**config.mk**
```make
export PLATFORM = sky130hd
export DESIGN_NAME = colpar_row_packer
export DESIGN_NICKNAME = d
export VERILOG_FILES = /design/src/rtl/colpar_pkg.sv /design/src/rtl/colpar_row_fifo.sv /design/src/rtl/colpar_row_packer.sv
export SDC_FILE = /design/constraint.sdc
export NUM_CORES = 1
export LEC_CHECK = 0
export CORE_ASPECT_RATIO = 1.4
export CORE_MARGIN = 3
export CORE_UTILIZATION = 50
export DETAILED_ROUTE_END_ITERATION = 6
export GPL_TIMING_DRIVEN = 0
export PLACE_DENSITY = 0.71
export SETUP_SLACK_MARGIN = 0.15
export SKIP_LAST_GASP = 1
export SLEW_MARGIN = 0
export SYNTH_ARGS = -nofsm -noshare
export SYNTH_HDL_FRONTEND = slang
export SYNTH_SLANG_ARGS = --single-unit
```
**constraint.sdc**
```tcl
create_clock -name clk -period 3.6 [get_ports clk]
set_input_delay 0.72 -clock clk [delete_from_list [all_inputs] [get_ports clk]]
set_output_delay 0.72 -clock clk [all_outputs]
set_load 0.03 [all_outputs]
```
**src/rtl/colpar_pkg.sv**
```systemverilog
// Shared types and default sizing for the column-parity row packer.
package colpar_pkg;

  localparam int unsigned ROW_W_DEF = 64;
  localparam int unsigned DEPTH_DEF = 4;

  typedef enum logic {
    CAPTURE = 1'b0,
    DONE    = 1'b1
  } state_e;

endpackage

```
**src/rtl/colpar_row_fifo.sv**
```systemverilog
// Row FIFO: DEPTH entries of W bits, head entry driven straight from storage.
module colpar_row_fifo #(
  parameter int unsigned W     = 72,
  parameter int unsigned DEPTH = 4
) (
  input  logic         clk,
  input  logic         rst,
  input  logic         push_i,
  input  logic [W-1:0] data_i,
  input  logic         pop_i,
  output logic         push_ok_o,
  output logic         valid_o,
  output logic [W-1:0] data_o
);

  localparam int unsigned PW = (DEPTH > 1) ? $clog2(DEPTH) : 1;
  localparam int unsigned CW = PW + 1;

  logic [W-1:0]  mem_q [DEPTH];
  logic [PW-1:0] wr_q, wr_d;
  logic [PW-1:0] rd_q, rd_d;
  logic [CW-1:0] cnt_q, cnt_d;
  logic          pop_eff;
  logic          push_ok;

  assign valid_o = (cnt_q != '0);
  assign pop_eff = pop_i & valid_o;

  // A full FIFO still takes a push when the head leaves on the same edge.
  assign push_ok   = push_i & ((cnt_q < CW'(DEPTH)) | pop_eff);
  assign push_ok_o = push_ok;

  // Gate the head so stale storage never shows while empty.
  assign data_o = valid_o ? mem_q[rd_q] : '0;

  always_comb begin
    wr_d  = wr_q;
    rd_d  = rd_q;
    cnt_d = cnt_q;
    if (push_ok) begin
      wr_d = wr_q + PW'(1);
    end
    if (pop_eff) begin
      rd_d = rd_q + PW'(1);
    end
    cnt_d = cnt_q + CW'(push_ok) - CW'(pop_eff);
  end

  always_ff @(posedge clk or posedge rst) begin
    if (rst) begin
      wr_q  <= '0;
      rd_q  <= '0;
      cnt_q <= '0;
    end else begin
      wr_q  <= wr_d;
      rd_q  <= rd_d;
      cnt_q <= cnt_d;
    end
  end

  always_ff @(posedge clk) begin
    if (push_ok) begin
      mem_q[wr_q] <= data_i;
    end
  end

endmodule

```
**src/rtl/colpar_row_packer.sv**
```systemverilog
// Packs a qualified serial bit stream into right-justified rows and buffers them in a FIFO.
module colpar_row_packer
  import colpar_pkg::*;
#(
  parameter int unsigned ROW_W = ROW_W_DEF,
  parameter int unsigned DEPTH = DEPTH_DEF
) (
  input  logic                         clk,
  input  logic                         rst,
  input  logic                         en,
  input  logic                         pin,
  input  logic                         co,
  input  logic                         co64,
  output logic [ROW_W-1:0]             row_data,
  output logic [$clog2(ROW_W+1)-1:0]   row_len,
  output logic                         row_last,
  output logic                         row_valid,
  input  logic                         row_ready,
  output logic                         overflow,
  output logic                         frame_done
);

  localparam int unsigned LW = $clog2(ROW_W + 1);
  localparam int unsigned FW = ROW_W + LW + 1;

  state_e          state_q, state_d;
  logic [ROW_W-1:0] acc_q, acc_d;
  logic [LW-1:0]   cnt_q, cnt_d;
  logic            ovf_q, ovf_d;

  logic [ROW_W-1:0] acc_nx;
  logic [LW-1:0]   cnt_nx;
  logic            push;
  logic            push_last;
  logic [FW-1:0]   push_data;
  logic            push_ok;
  logic [FW-1:0]   head;

  assign acc_nx = {acc_q[ROW_W-2:0], pin};
  assign cnt_nx = cnt_q + LW'(1'b1);

  always_comb begin
    state_d   = state_q;
    acc_d     = acc_q;
    cnt_d     = cnt_q;
    ovf_d     = ovf_q;
    push      = 1'b0;
    push_last = 1'b0;
    push_data = '0;
    if (state_q == CAPTURE && en) begin
      acc_d = acc_nx;
      cnt_d = cnt_nx;
      // Explicit co or a full accumulator both close the row; co64 only counts with co.
      if (co || cnt_nx == LW'(ROW_W)) begin
        push      = 1'b1;
        push_last = co & co64;
        push_data = {push_last, cnt_nx, acc_nx};
        acc_d     = '0;
        cnt_d     = '0;
        if (push_last) begin
          state_d = DONE;
        end
      end
    end
    if (push && !push_ok) begin
      ovf_d = 1'b1;
    end
  end

  always_ff @(posedge clk or posedge rst) begin
    if (rst) begin
      state_q <= CAPTURE;
      acc_q   <= '0;
      cnt_q   <= '0;
      ovf_q   <= 1'b0;
    end else begin
      state_q <= state_d;
      acc_q   <= acc_d;
      cnt_q   <= cnt_d;
      ovf_q   <= ovf_d;
    end
  end

  colpar_row_fifo #(
    .W     (FW),
    .DEPTH (DEPTH)
  ) u_fifo (
    .clk       (clk),
    .rst       (rst),
    .push_i    (push),
    .data_i    (push_data),
    .pop_i     (row_ready),
    .push_ok_o (push_ok),
    .valid_o   (row_valid),
    .data_o    (head)
  );

  assign row_data   = head[ROW_W-1:0];
  assign row_len    = head[ROW_W +: LW];
  assign row_last   = head[FW-1];
  assign overflow   = ovf_q;
  assign frame_done = (state_q == DONE);

endmodule

```
Word-level counts from Yosys, hierarchy flattened
Memory sizes are Yosys's and may differ from the RTL's. Cells that the tools add are included.

Add/subtract/negate cells: 5. Multipliers: 0. Divide/modulo/power cells: 0. Order comparisons: 1. Equality and inequality tests: 1. Shift-type cells: 0. Muxes and demuxes: 9. Bitwise gates (word level): 5. Reduce and logical (&&, ||, !) cells: 6.

Operators with widths (number): $mux W72 (3); $mux W63 (1); $add A7 B1 Y7 const B (1); $eq A7 B7 Y1 const B (1); $mux W7 (1); $add A2 B1 Y2 const B (2); $mux W1 (4); $add A3 B1 Y3 (1); $and A1 B1 Y1 (3); $lt A3 B3 Y1 const B (1); $reduce_and A3 Y1 (1); $reduce_bool A3 Y1 (1); $sub A3 B1 Y3 (1); $logic_and A1 B1 Y1 (2); $logic_not A1 Y1 (1); $logic_or A1 B1 Y1 (1); $not A1 Y1 (1); $or A1 B1 Y1 (1).

Bits in registers: 79. Bits in latches: 0. RAM bits: 288. Memory bits (read-only): 0. Input bits: 7. Word-level logic and storage cells: 35. Memories kept: 1.

Memories: u_fifo.mem_q (words 4, width 72, read ports 1, clocked after memory_dff 0, write ports 1, RTL line colpar_row_fifo.sv:19) `logic [W-1:0] mem_q [DEPTH];`.

Depth between registers and ports, before layout
Word-level depth: 8. Depth in mapped cells: 10. Gate-level depth less buffers: 9.

Modules after synthesis
Synthesis repeated with hierarchy kept, for this count alone.

Cells, all modules: 792. Area total of the unflattened synthesis: 14697.8 µm².

By module, submodules not included: colpar_row_fifo (instances 1, cells an instance 492, area an instance 11283.3 µm², seq. area each 8823.5 µm²); colpar_row_packer (instances 1, cells an instance 300, area an instance 3414.5 µm², seq. area each 1801.7 µm²).

Least setup slack after synthesis
Ideal clock, no wire load.

Path kind: reg2reg. From: register cnt_q[0]. To: memory u_fifo.mem_q[0][0] (enable). Data arrival time: 3044 ps. Data required time: 3162 ps. Setup slack: 117 ps. Cell stages (with the launch flop): 7. Buffers on the path: 1. Clock period less this slack: 3483 ps. Cell sequence: dfrtp_1 -> ha_1 -> buf_4 -> nand3_1 -> and4_1 -> o311a_2 -> and2_1.

Longest elaborated chain between the ends: 8.

RTL lines: start, declared (RTL line colpar_row_packer.sv:28) `logic [LW-1:0] cnt_q, cnt_d;`; start signal, assigned (RTL line colpar_row_packer.sv:79) `cnt_q <= cnt_d;`; $add A7 B1 Y7 (RTL line colpar_row_packer.sv:40) `assign cnt_nx = cnt_q + LW'(1'b1);`; $eq A7 B7 Y1 (RTL line colpar_row_packer.sv:54) `if (co || cnt_nx == LW'(ROW_W)) begin`; $logic_or A1 B1 Y1 (RTL line colpar_row_packer.sv:54); $mux W1 (RTL line colpar_row_packer.sv:54); $mux W1 (RTL line colpar_row_packer.sv:50) `if (state_q == CAPTURE && en) begin`; $and A1 B1 Y1 (RTL line colpar_row_fifo.sv:30) `assign push_ok = push_i & ((cnt_q < CW'(DEPTH)) | pop_eff);`; net push_ok (RTL line colpar_row_packer.sv:36) `logic push_ok;`; $mux W1 (RTL line colpar_row_fifo.sv:62) `if (push_ok) begin`; $mux W1 (implied by the code) (RTL line colpar_row_fifo.sv:63) `mem_q[wr_q] <= data_i;`; end, declared (RTL line colpar_row_fifo.sv:19).

The timed path passes the listed nets, and every way through them passes these cells.

Final worst setup path
From: register u_fifo.cnt_q[2]. To: output row_data[7].

Longest elaborated chain between the ends: 2.

RTL lines: start, declared (RTL line colpar_row_fifo.sv:22) `logic [CW-1:0] cnt_q, cnt_d;`; start signal, assigned (RTL line colpar_row_fifo.sv:57) `cnt_q <= cnt_d;`; $reduce_bool A3 Y1 (RTL line colpar_row_fifo.sv:26) `assign valid_o = (cnt_q != '0);`; $mux W72 (RTL line colpar_row_fifo.sv:34) `assign data_o = valid_o ? mem_q[rd_q] : '0;`; end, declared (RTL line colpar_row_packer.sv:14) `output logic [ROW_W-1:0] row_data,`.

No other way between the ends.

==> results.cfg <==
[yosys]
synth_top_area_frac = 0.569
synthesis.nets = 938
syn_area_sq_um = 15200
yosysTopAreaCell = edfxtp_1
synth.area.mux_share = 0.107
synth-xor-area-share = 0.00634
synthTopCellsByArea = edfxtp_1 57%, dfrtp_1 13%, mux4_2 11%
synthSimpleGateAreaFrac = 0.103
syn_inst = 922
yosysUniqueCellTypes = 44
yosys_warnings = 0
yosysSeqAreaShare = 0.699
synth_top_family_by_area = multiplexers
synth_compound_area_frac = 0.0440
ys_seq_elements = 367
synthAdderAreaFrac = 0.00790
avgSynthCellArea_sq_um = 16.5

[hold_path]
worstHoldEndpoint = acc_q[7]
min_from = acc_q[7]
hp-class = register to register
hold_depth = 2

[worst_setup_path]
crit_type = register to output pin
required_ps = 2880
crit_path_end_kind = output pin
r2r_cells = 10
critPathMaxStageDelay_ps = 580
r2r-end = u_fifo.cnt_q[2]
cp_max_fo = 10
path_delay_family = buffers and inverters
reg2reg_from = u_fifo.cnt_q[2]
rrSetupSlack_ps = 880
cp-start-kind = register
worst-path-buf-inv = 3
cp.arrival_ps = 2630
path_cells = or3_1 > clkbuf_4 > clkbuf_2 > and2_1 > clkdlybuf4s50_1
cp_slowest_cell = clkdlybuf4s50_1

[sta]
fmax_mhz = 299
worst_pin_slew_ps = 634
period_needed_ps = 3350
hold_viol = 0
whs_ps = 495
slew_violations = 0
clock_skew_ps = 18.7
fin_ws_ps = 254
setup_viol = 0
grt_setup_unrepaired = yes
slew_headroom = 0.577
fin_crit_sh = 0.929

[place]
place_ws_ps = 78.8
placed_cells = 1387
io_buffers = 80
post-dp-hpwl_mm = 18.1
gp_congestion = 0.803

[drt]
num_vias = 7995
routedWlPerCell_microns = 19.8
vias_per_cell = 5.53
met1Wirelength_mm = 11.8
dr_wl_met2_mm = 15.1
drcViolationCount = 0
drt_wl_total_mm = 28.7
drtPass1Iterations = 5
first_iter_violations = 529
ant_nets = 0
top_layer = met4
met3_wirelength_mm = 1.18

[cells_and_area]
area_delta_synth_final_pct = 17.6
stdcell_count = 1447
num-nets-final = 1058
diodes = 0
drive_gt1_frac = 0.224
num-fill-cells = 2162

[clocking]
htree_levels = 2
cts_hold_buf = 0
clock_latency_ps = 520
clk_pin_slew_ps = 70
cts_buffer_depth = 3
cts_tree = done
cts_root_buf = clkbuf_16
clkSinkCount = 367
cts_made_buffers = 34

[die]
design.die.area_sq_um = 32600
rows = 74
die_w_microns = 153
start_util = 0.515
io_pins = 82
coreArea_sq_um = 29500
die_y_microns = 212

[status]
outcome = complete, no violations

[power]
ir_worst_vdd_mv = 0.395
p_leak_nw = 6.85
powerDensity_nw_per_um2 = 736

[global_routing]
antenna_found_initial = 0
grt-ovfl-total = 0
grt_max_degree = 53
grt_pass1_wl_mm = 46.1
grt_pass1_vias = 8291
grt_usage = 0.181

[run]
maxCapViolCount = 0
-- what timing repair did --
action	CTS	global route
resized for setup	24	36
buffers inserted	0	0
endpoints found under the setup margin	72	65
-- worst reg2reg max path: stages (launching register included) --
cell and delay [ps]:
dfrtp_1 430, or3_1 400, clkbuf_4 270, and2_1 270, ha_1 300, inv_1 50
ha_1 120, inv_1 50, fa_1 410, xnor2_1 210, xnor2_1 140
-- layout make-up --
cell class | count | area, sq um | area share
sequential | 367 | 10600 | 0.595
multi-input combinational | 480 | 4100 | 0.229
clock buffer | 54 | 1030 | 0.0575
timing repair buffer | 85 | 1000 | 0.0559
buffer | 65 | 509 | 0.0285
tap | 380 | 475 | 0.0266
clock inverter | 7 | 97.6 | 0.00546
inverter | 9 | 36.3 | 0.00203
-- worst max-delay path by stage --
stage	from	to	slack [ps]	cells after the start
after CTS	u_fifo.rd_q[0]	row_len[4]	110	5
after global placement	rst	acc_q[6]	-670	2
final	u_fifo.cnt_q[2]	row_data[7]	250	5
after floorplan	rst	acc_q[0]	860	1
after global routing	u_fifo.rd_q[0]	row_len[4]	150	5
after detailed placement	u_fifo.rd_q[1]	row_len[0]	80	5
-- synthesized netlist by cell type --
| library cell | n |
|---|---|
| nor2_1 | 3 |
| nor2b_1 | 1 |
| o311a_2 | 1 |
| and2b_2 | 1 |
| buf_1 | 1 |
| mux2_2 | 1 |
| and2b_1 | 1 |
| mux4_2 | 72 |
| inv_1 | 9 |
| buf_6 | 5 |
| and3_1 | 73 |
| a21oi_2 | 1 |
| xor2_1 | 4 |
| o31a_4 | 1 |
| and2_1 | 77 |
| nand4b_1 | 1 |
| ha_1 | 8 |
| and4_1 | 1 |
| buf_8 | 10 |
| nand2b_1 | 2 |
| or2_2 | 1 |
| o31ai_1 | 1 |
| a21oi_1 | 3 |
| clkbuf_8 | 2 |
| or3_1 | 1 |
| xnor2_1 | 7 |
| clkbuf_1 | 37 |
| dfrtp_1 | 79 |
| nand2_2 | 1 |
| o21ai_0 | 5 |
| nor3_1 | 3 |
| buf_12 | 1 |
| nand3b_1 | 1 |
| a311o_1 | 1 |
| fa_1 | 1 |
| buf_2 | 8 |
| buf_4 | 2 |
| o21ai_2 | 60 |
| a22o_1 | 1 |
| nand2_1 | 135 |
| edfxtp_1 | 288 |
| o21ai_1 | 6 |
| a41o_1 | 1 |
| nand3_1 | 4 |
-- per-layer routing --
metal	track usage	vias to the layer above
li1	-	3683
met1	0.233	4097
met2	0.319	172
met3	0.0291	43
met4	0.0548	0
met5	0	-
-- state kept, by name, summed over array words and instances, names as in the netlist --
signal	cells
u_fifo.mem_q	288
acc_q	63
cnt_q	7
u_fifo.cnt_q	3
u_fifo.rd_q	2
u_fifo.wr_q	2
frame_done	1
overflow	1
-- per-stage QoR --
step,utilization,setup TNS (ps),total power (W),area (sq um)
after floorplan,-,0,0.00802,15200
after detailed placement,0.563,0,0.00972,16600
after CTS,0.602,0,0.0134,17800
after global routing,0.605,0,0.0137,17900
final,0.605,0,0.0132,17900
after global placement,0.558,-193340,0.00967,16500
-- placed cells by master, fill, tap and decap left out, types with 5 or more instances in the layout --
| cell type | instances |
|---|---|
| nand2_1 | 135 |
| buf_8 | 10 |
| and2_1 | 73 |
| inv_1 | 8 |
| mux4_2 | 72 |
| o21ai_2 | 60 |
| ha_1 | 8 |
| buf_6 | 12 |
| o21ai_1 | 6 |
| o21ai_0 | 5 |
| xnor2_1 | 7 |
| buf_16 | 5 |
| dlymetal6s2s_1 | 26 |
| dfrtp_1 | 78 |
| edfxtp_1 | 288 |
| clkbuf_1 | 37 |
| clkdlybuf4s50_1 | 51 |
| and3_1 | 73 |
| clkbuf_8 | 8 |
| clkbuf_16 | 36 |
| clkbuf_2 | 10 |
-- report_power, final --
group / total (W) / switching [W] / internal, W / leakage [nW]
combinational: 0.00472 / 0.00259 / 0.00213 / 2.55
sequential: 0.00484 / 0.000135 / 0.00470 / 3.76
clock: 0.00360 / 0.00148 / 0.00212 / 0.548
total: 0.0132 / 0.00421 / 0.00895 / 6.85
-- cells by family (layout without fill, tap and decap cells) --
| logic type | Yosys count | after routing |
|---|---|---|
| xor+xnor | 11 | 11 |
| mux | 73 | 73 |
| buf+inv | 75 | 220 |
| compound gates | 81 | 81 |
| fa+ha+maj | 9 | 9 |
| flops | 367 | 367 |
| simple gates | 306 | 306 |
No activity file was read; power rests on OpenSTA's default activity.
